--- config.mk ---
export PLATFORM = sky130hd
export DESIGN_NAME = hdmi_island_scheduler_flat
export DESIGN_NICKNAME = d
export VERILOG_FILES = /design/src/rtl/hdmi_pkg.sv /design/src/rtl/hdmi_island_scheduler_if.sv /design/src/rtl/hdmi_prio_arbiter.sv /design/src/rtl/hdmi_island_scheduler.sv /design/src/flat_wrapper.sv
export SDC_FILE = /design/constraint.sdc
export NUM_CORES = 1
export LEC_CHECK = 0
export BUFFER_PORTS_ARGS = -buffer_cell sky130_fd_sc_hd__buf_2
export CAP_MARGIN = 10
export CORE_ASPECT_RATIO = 0.75
export CORE_MARGIN = 4
export CORE_UTILIZATION = 40
export CTS_CLUSTER_DIAMETER = 100
export DETAILED_ROUTE_END_ITERATION = 7
export HOLD_SLACK_MARGIN = 0.1
export PLACE_DENSITY_LB_ADDON = 0.2
export SLEW_MARGIN = 20
export SYNTH_ARGS = -nofsm -noshare
export SYNTH_HDL_FRONTEND = slang
export SYNTH_SLANG_ARGS = --single-unit
--- constraint.sdc ---
create_clock -name clk_pixel -period 2.9 [get_ports clk_pixel]
set_input_delay 0.58 -clock clk_pixel [delete_from_list [all_inputs] [get_ports clk_pixel]]
set_output_delay 0.58 -clock clk_pixel [all_outputs]
set_load 0.03 [all_outputs]
--- src/rtl/hdmi_pkg.sv ---
// rtl/hdmi_pkg.sv - shared types and fixed lengths for the HDMI data-island scheduler
package hdmi_pkg;

  typedef enum logic [1:0] {
    CTRL        = 2'd0,
    DI_PREAMBLE = 2'd1,
    DI_GUARD    = 2'd2,
    DI_DATA     = 2'd3
  } period_t;

  localparam int REQ_AUDIO_SAMPLE = 0;
  localparam int REQ_ACR          = 1;
  localparam int REQ_AVI_INFO     = 2;
  localparam int REQ_AUDIO_INFO   = 3;

  localparam int PREAMBLE_LEN = 8;
  localparam int GUARD_LEN    = 2;
  localparam int PACKET_LEN   = 32;

  // A further packet needs its own 32 cycles plus the trailing guard before DI_LIMIT.
  localparam int NEXT_PACKET_SPAN = PACKET_LEN + GUARD_LEN;

endpackage

--- src/rtl/hdmi_island_scheduler_if.sv ---
// rtl/hdmi_island_scheduler_if.sv - timing/requester side to scheduler bundle
interface hdmi_island_scheduler_if;
  import hdmi_pkg::*;

  logic [9:0] cx;
  logic [3:0] req;
  logic [3:0] gnt;
  period_t    period;
  logic [1:0] packet_sel;
  logic [4:0] packet_idx;

  modport master (
    output cx, req,
    input  gnt, period, packet_sel, packet_idx
  );

  modport slave (
    input  cx, req,
    output gnt, period, packet_sel, packet_idx
  );

endinterface

--- src/rtl/hdmi_prio_arbiter.sv ---
// rtl/hdmi_prio_arbiter.sv - 4-way fixed-priority arbiter, index 0 wins
module hdmi_prio_arbiter
  import hdmi_pkg::*;
(
  input  logic [3:0] i_req,
  output logic [3:0] o_gnt,
  output logic [1:0] o_sel,
  output logic       o_valid
);

  always_comb begin
    o_gnt   = '0;
    o_sel   = '0;
    o_valid = |i_req;
    // Walk from lowest priority up so the highest-priority request is written last.
    for (int i = 3; i >= 0; i--) begin
      if (i_req[i]) begin
        o_gnt = 4'(1 << i);
        o_sel = 2'(i);
      end
    end
  end

endmodule

--- src/rtl/hdmi_island_scheduler.sv ---
// rtl/hdmi_island_scheduler.sv - opens one data island per line after active video
// and packs prioritised packets into it until the requests, packet cap or line end run out.
module hdmi_island_scheduler
  import hdmi_pkg::*;
#(
  parameter int SCREEN_WIDTH    = 720,
  parameter int FRAME_WIDTH     = 858,
  parameter int DI_START_OFFSET = 4,
  parameter int MAX_PACKETS     = 18
) (
  input logic                     clk_pixel,
  input logic                     reset,
  hdmi_island_scheduler_if.slave  bus
);

  localparam int DI_START = SCREEN_WIDTH + DI_START_OFFSET;
  localparam int DI_LIMIT = FRAME_WIDTH - 12;

  typedef enum logic [2:0] {
    S_IDLE,
    S_PREAMBLE,
    S_LEAD_GUARD,
    S_DATA,
    S_TRAIL_GUARD
  } state_t;

  state_t     r_state;
  logic [2:0] r_cnt;
  logic [4:0] r_pkt_cnt;
  period_t    r_period;
  logic [3:0] r_gnt;
  logic [1:0] r_sel;
  logic [4:0] r_idx;

  logic [3:0]  w_arb_gnt;
  logic [1:0]  w_arb_sel;
  logic        w_arb_valid;
  logic [11:0] w_cx_end;
  logic        w_open;
  logic        w_lead_last;
  logic        w_data_last;
  logic        w_more;
  logic        w_issue;

  hdmi_prio_arbiter u_arb (
    .i_req   (bus.req),
    .o_gnt   (w_arb_gnt),
    .o_sel   (w_arb_sel),
    .o_valid (w_arb_valid)
  );

  assign w_cx_end    = {2'b00, bus.cx} + 12'(NEXT_PACKET_SPAN);
  assign w_open      = (bus.cx == 10'(DI_START)) && w_arb_valid;
  assign w_lead_last = (r_state == S_LEAD_GUARD) && (r_cnt == 3'(GUARD_LEN - 1));
  assign w_data_last = (r_state == S_DATA) && (r_idx == 5'(PACKET_LEN - 1));
  assign w_more      = w_arb_valid && (r_pkt_cnt < 5'(MAX_PACKETS)) && (w_cx_end <= 12'(DI_LIMIT));
  // A packet is only granted when someone still asks at the decision cycle.
  assign w_issue     = (w_lead_last && w_arb_valid) || (w_data_last && w_more);

  always_ff @(posedge clk_pixel) begin
    if (reset) begin
      r_state   <= S_IDLE;
      r_cnt     <= '0;
      r_pkt_cnt <= '0;
      r_period  <= CTRL;
      r_gnt     <= '0;
      r_sel     <= '0;
      r_idx     <= '0;
    end else begin
      r_gnt <= '0;
      case (r_state)
        S_IDLE: begin
          r_cnt     <= '0;
          r_idx     <= '0;
          r_pkt_cnt <= '0;
          if (w_open) begin
            r_state  <= S_PREAMBLE;
            r_period <= DI_PREAMBLE;
          end else begin
            r_period <= CTRL;
          end
        end
        S_PREAMBLE: begin
          if (r_cnt == 3'(PREAMBLE_LEN - 1)) begin
            r_cnt    <= '0;
            r_state  <= S_LEAD_GUARD;
            r_period <= DI_GUARD;
          end else begin
            r_cnt <= r_cnt + 3'd1;
          end
        end
        S_LEAD_GUARD: begin
          if (w_lead_last) begin
            r_cnt    <= '0;
            r_idx    <= '0;
            r_state  <= S_DATA;
            r_period <= DI_DATA;
          end else begin
            r_cnt <= r_cnt + 3'd1;
          end
        end
        S_DATA: begin
          if (w_data_last) begin
            r_idx <= '0;
            if (!w_more) begin
              r_state  <= S_TRAIL_GUARD;
              r_period <= DI_GUARD;
            end
          end else begin
            r_idx <= r_idx + 5'd1;
          end
        end
        S_TRAIL_GUARD: begin
          if (r_cnt == 3'(GUARD_LEN - 1)) begin
            r_cnt    <= '0;
            r_state  <= S_IDLE;
            r_period <= CTRL;
          end else begin
            r_cnt <= r_cnt + 3'd1;
          end
        end
        default: begin
          r_state  <= S_IDLE;
          r_period <= CTRL;
        end
      endcase

      if (w_issue) begin
        r_gnt <= w_arb_gnt;
        r_sel <= w_arb_sel;
        if (r_pkt_cnt != 5'd31) begin
          r_pkt_cnt <= r_pkt_cnt + 5'd1;
        end
      end
    end
  end

  assign bus.gnt        = r_gnt;
  assign bus.period     = r_period;
  assign bus.packet_sel = r_sel;
  assign bus.packet_idx = r_idx;

endmodule

--- src/flat_wrapper.sv ---
// flat-port wrapper written by rule: the top's interface ports become plain ports
module hdmi_island_scheduler_flat import hdmi_pkg::*;
#(
  parameter int SCREEN_WIDTH    = 720,
  parameter int FRAME_WIDTH     = 858,
  parameter int DI_START_OFFSET = 4,
  parameter int MAX_PACKETS     = 18
)
  (clk_pixel, reset, bus_cx, bus_req, bus_gnt, bus_period, bus_packet_sel, bus_packet_idx);
  hdmi_island_scheduler_if bus_i ();
  input logic clk_pixel;
  input logic reset;
  input wire logic [$bits(bus_i.cx)-1:0] bus_cx;
  input wire logic [$bits(bus_i.req)-1:0] bus_req;
  output wire logic [$bits(bus_i.gnt)-1:0] bus_gnt;
  output wire logic [$bits(bus_i.period)-1:0] bus_period;
  output wire logic [$bits(bus_i.packet_sel)-1:0] bus_packet_sel;
  output wire logic [$bits(bus_i.packet_idx)-1:0] bus_packet_idx;
  assign bus_i.cx = bus_cx;
  assign bus_i.req = bus_req;
  assign bus_gnt = bus_i.gnt;
  assign bus_period = bus_i.period;
  assign bus_packet_sel = bus_i.packet_sel;
  assign bus_packet_idx = bus_i.packet_idx;
  hdmi_island_scheduler #(.SCREEN_WIDTH(SCREEN_WIDTH), .FRAME_WIDTH(FRAME_WIDTH), .DI_START_OFFSET(DI_START_OFFSET), .MAX_PACKETS(MAX_PACKETS)) u_core (.clk_pixel(clk_pixel), .reset(reset), .bus(bus_i));
endmodule
# Word level (Yosys, flattened, before mapping)
# Index checks and enable logic that the tools add are counted.
# totals
register_bits,24
in_bits,16
out_inout_bits,13
word_cells,83
# op_classes
add_sub_neg,4
order_cmp,2
eq_ne,15
muxes,32
bitwise,1
n_reduce_logical,19
# op_table
operator,count
3-bit 2-to-1 mux,10
5-bit 2-to-1 mux,5
2-bit 2-to-1 mux,10
3-bit case mux with 5 select lines,1
5-bit case mux with 3 select lines,1
"12-bit by 10-bit <= comparator with 1-bit output, second input constant",1
3-bit case mux with 4 select lines,1
"10-bit by 6-bit adder with 11-bit output, second input constant",1
"5-bit by 1-bit adder with 5-bit output, second input constant",2
"10-bit == test, second input constant",1
"2-bit by 1-bit inequality test with 1-bit output, second input constant",5
2-bit case mux with 5 select lines,1
4-bit OR reduction,2
1-bit logical AND,7
"3-bit by 1-bit == test with 1-bit output, second input constant",2
"3-bit by 2-bit == test with 1-bit output, second input constant",2
"3-bit == test, second input constant",2
6-bit AND reduction,1
"5-bit == test, second input constant",1
"5-bit < comparator, second input constant",1
"5-bit inequality test, second input constant",1
5-bit AND reduction,1
5-bit OR reduction,1
4-bit 2-to-1 mux,1
other kinds (11),12

# Longest topological paths before layout
# logic_depth
depth_word,7
mapped_depth,10
depth_no_buf,9

# By module
# From an unflattened synthesis, not the netlist that was laid out.
# unflattened
hier_cells,175
area_unflattened_um2,1477.7
# by_module_without_submodules
module,n_inst,cells_each,area_per_inst_um2,seq_area_each_um2
hdmi_island_scheduler,1,165,1418.9,480.5
hdmi_prio_arbiter,1,10,58.8,0.0

# Least setup slack after synthesis
# No wires, ideal clock.
# synth_path
kind,input-to-reg
startpoint,input bus_cx[1]
endpoint,register u_core.r_period[0] (netlist: u_core.bus.period[0])
setup_time_ps,67
arrival_ps,2320
required_ps,2833
path_slack_ps,512
stages,8
path_buffers,0
cell_sequence,ha_1 nand3_2 a211o_1 o311a_1 a22oi_2 o221ai_2 or4_4 a21oi_2
# synth_between
elab_chain_len,5
elab_cells_between_ends,9
cone_classes,add/sub: 1; order compare: 1; eq/ne: 2; mux: 2; reduce/logical: 3
# synth_rtl
element,line,rtl
"start, declared",flat_wrapper.sv:13,input wire logic [$bits(bus_i.cx)-1:0] bus_cx;
10-bit by 6-bit adder with 11-bit output,hdmi_island_scheduler.sv:52,"assign w_cx_end = {2'b00, bus.cx} + 12'(NEXT_PACKET_SPAN);"
12-bit by 10-bit <= comparator with 1-bit output,hdmi_island_scheduler.sv:56,assign w_more = w_arb_valid && (r_pkt_cnt < 5'(MAX_PACKETS)) && (w_cx_end <= 12'(DI_LIMIT));
1-bit logical AND,hdmi_island_scheduler.sv:56,
2-bit inequality test (no line),n/a,
5-bit AND reduction (no line),n/a,
"end signal, assigned",hdmi_island_scheduler.sv:65,r_period <= CTRL;
"end signal, assigned",hdmi_island_scheduler.sv:78,r_period <= DI_PREAMBLE;
"end signal, assigned",hdmi_island_scheduler.sv:80,r_period <= CTRL;
"end, declared",hdmi_island_scheduler.sv:30,period_t r_period;
# Several ways; a longest one is shown, not always the timed one.
# A chain may end at the register's enable or synchronous reset.

# Worst setup path in the final report
# layout_path
startpoint,input bus_cx[1]
endpoint,register u_core.r_pkt_cnt[3]
# layout_between
elab_chain_len,6
# layout_rtl
element,line,rtl
10-bit by 6-bit adder with 11-bit output,hdmi_island_scheduler.sv:52,
12-bit by 10-bit <= comparator with 1-bit output,hdmi_island_scheduler.sv:56,
1-bit logical AND,hdmi_island_scheduler.sv:56,
1-bit logical AND,hdmi_island_scheduler.sv:58,assign w_issue = (w_lead_last && w_arb_valid) || (w_data_last && w_more);
1-bit logical OR,hdmi_island_scheduler.sv:58,
5-bit 2-to-1 mux,hdmi_island_scheduler.sv:128,if (w_issue) begin
"end signal, assigned",hdmi_island_scheduler.sv:132,r_pkt_cnt <= r_pkt_cnt + 5'd1;
"end, declared",hdmi_island_scheduler.sv:29,logic [4:0] r_pkt_cnt;
# No other way between the ends.

==> metrics.txt <==
share of cells above drive strength 1 21.0%; #FFs+latches synth 24; DP HPWL ~2500 um; Routability Congestion 0.803; # clock sinks 24; Hold/Removal Path Class reg -> reg; share of the synthesized area in the top cell type 33.7%; leading cell types by count after synthesis dfxtp_1 (24), nor2_1 (22), a21oi_1 (12); Num CTS Buffers 3; Fin Setup TNS 0 ns; P_int 534 uW; Post-CTS Setup Inserts 0; Fin. Hold Viols 0; post-synthesis cell type count 42; cells after synthesis between 150 and 200; Post-Synthesis Cell Area around 1400 sq um; htree depth 1; Area growth syn-to-layout 16.2%; Hold-fix buffers, CTS 0; crit path launch type input pin; Worst Slack Setup Final 0.455 ns; First DRT Iteration DRCs 58; Reg clk slew, reported paths roughly 0.090 ns; diode count 0; slew margin rel. between 60% and 70%; R2R cell count 10; CTS Buffer Depth 2; Hold Crit Endpoint u_core.bus.period[1]$_SDFFE_PP0P_; Tcrit/Tclk final between 80 and 90%; Initial Util between 40% and 50%; NetSw approximately 140 uW; Final min period around 2.4 ns; Clk pwr share 43.3%; Leak 0.000710 uW; pre-CTS setup slack 0.192 ns; gr ovfl total 0; Die Span Y around 60 um; Synth Warn # 0; sw frac between 20% and 30%; Clk Latency, worst-skew pair 0.26 ns; Die Width just under 80 um; initial antenna violation count 0; vias in the first global route 1237; Most used DFF post-synth dfxtp_1; fmax 409 MHz; Seq/Total Area, Yosys between 30 and 40%; Worst VDD drop 0.000265 V; FFs w/ async S/R, synth 0%; Gate power share 7.5%; Syn Nets 194; dpl cells about 230; WL final 3130 um; Avg Synthesized Cell Area roughly 8.4 sq um; Design Power approximately 670 uW; status completed; Crit Reg-Reg Endpoint u_core.r_pkt_cnt[3]$_SDFF_PP0_; DRC viols 0; pin count of the biggest net entering global routing 20; DR vias/cell 5.45; Antenna Nets Post-Route 0; hold path cells 2; Setup CP Type in -> reg; sequential power share roughly half; Setup-failing EPs final 0; row cnt 18; Slew Viols, Final 0; Arr. time, crit path 2.64 ns; CP Data Required Time slightly above 3 ns; Post-synth EDFFs 0; endpoint class of the critical path flop; fin util 49.4%; clock skew between 0.004 and 0.005 ns; top-count cell post-synth dfxtp_1; Max Cap Viol 0; Synth area leaders dfxtp_1 (34%), ha_1 (7.0%), nor2_1 (5.8%), a21oi_1 (4.2%), or3b_1 (3.1%); Worst R2R Setup Slack approximately 0.7 ns; post-DR wirelength/cell between 10 and 15 um; Core ar. about 3400 sq um; routed via count 1281; DRT Pass-1 Iters 4; Die Area ~4600 sq um; Final #Nets 220; Slew @ Worst Pin roughly 0.52 ns; Synth area leader dfxtp_1; hold_sp u_core.bus.period[1]$_SDFFE_PP0P_; first-pass GRT wire length 5380 um; RSZ-0062 raised after global routing no; PD cells 404 nW/um^2; CTS root buf clkbuf_8; CTS tree done; total track usage about 14%; fill cell count about 350; Finished Layout Cells roughly 240; Port Buffer Count 28; crit-path max FO 12; Top-Level Pins 29; RR Startpoint u_core.bus.packet_idx[0]$_SDFFE_PP0P_; post-CTS sizing 0
==> registers in the layout, summed over array words and instances, names as in the netlist <==
signal,cells
u_core.bus.gnt,4
u_core.bus.packet_idx,5
u_core.bus.packet_sel,2
u_core.bus.period,2
u_core.r_cnt,3
u_core.r_pkt_cnt,5
u_core.r_state,3
==> per-layer routing <==
| layer | share of wire [%] | track usage, % | vias to the layer above |
|---|---|---|---|
| met1 | 48 | 18.8 | 586 |
| met4 | 0.26 | 1.02 | 0 |
| met5 | 0 | 0 | - |
| met2 | 48 | 24.7 | 24 |
| met3 | 3.8 | 3.77 | 2 |
| li1 | - | - | 669 |
==> area by class of cell <==
class,count,area (sq um),share of cell area (%)
Sequential cell,24,480,29.0
Clock inverter,1,30.0,1.81
Timing Repair Buffer,29,148,8.90
Tap cell,40,50.0,3.02
Multi-Input combinational cell,132,887,53.5
Inverter,6,22.5,1.36
Clock buffer,3,41.3,2.49
==> critical path, stage by stage <==
cell and delay [ns]:
buf_2 0.14, ha_1 0.22, nand3_2 0.09, a211o_1 0.23, o311a_1 0.32, a31oi_1 0.26
a21oi_1 0.10, buf_4 0.17, or3b_1 0.37, a31oi_1 0.16
==> power groups by stage <==
stage          sequential (uW)  combinational [uW]  clock (uW)
2_1_floorplan              337                26.9           0
3_3_place_gp               337                48.1           0
3_5_place_dp               337                49.9           0
4_1_cts                    330                50.0         297
5_1_grt                    330                56.0         312
6_report                   329                50.4         290
==> worst max-delay path by stage <==
stage / start / to / slack [ns] / cells past startpoint
detailed placement: bus_cx[1] / u_core.r_pkt_cnt[3]$_SDFF_PP0_ / 0.19 / 10
CTS: bus_cx[1] / u_core.r_pkt_cnt[3]$_SDFF_PP0_ / 0.48 / 10
global placement: bus_cx[1] / u_core.r_pkt_cnt[2]$_SDFF_PP0_ / 0.26 / 10
floorplan: bus_cx[1] / u_core.bus.period[0]$_SDFFE_PP0P_ / 0.51 / 8
finish: bus_cx[1] / u_core.r_pkt_cnt[3]$_SDFF_PP0_ / 0.46 / 10
global route: bus_cx[1] / u_core.r_pkt_cnt[3]$_SDFF_PP0_ / 0.31 / 10
==> per-stage QoR <==
| step | hold slack [ns] | instance area (sq um) |
|---|---|---|
| after floorplan | 0.481 | 1430 |
| after global placement | 0.460 | 1590 |
| after detailed placement | 0.461 | 1590 |
| after CTS | 0.471 | 1660 |
| after global routing | 0.488 | 1660 |
| final | 0.472 | 1660 |
==> kinds of logic (layout without fill, tap and decap cells) <==
family,after synthesis,after routing,synth area share [%]
mux,5,5,3.59
buf+inv,14,39,4.21
compound gates,34,34,16.4
flops,24,24,33.7
fa+ha+maj,10,10,8.41
xor+xnor,7,7,4.29
simple gates,76,76,29.4
==> cells in the final DEF (no fill, tap or decap), types with 2 or more instances in the layout <==
cell type	instances
buf_2	28
a211o_1	2
a21oi_2	2
o31ai_1	3
and4_1	2
xnor2_1	4
nor4b_1	2
clkbuf_8	3
nor3_1	3
nand4_1	2
or3_1	3
o21ai_0	4
xor2_1	3
ha_1	8
nand3_1	6
and3_1	4
inv_1	6
nand2_1	11
a31oi_1	4
nand2b_1	2
nor2_1	22
mux2i_1	4
nor2b_1	5
dfxtp_1	24
or3b_1	5
a21oi_1	12
and2_1	2
nand3b_1	2
maj3_1	2
Power figures use the tool's default switching activity.
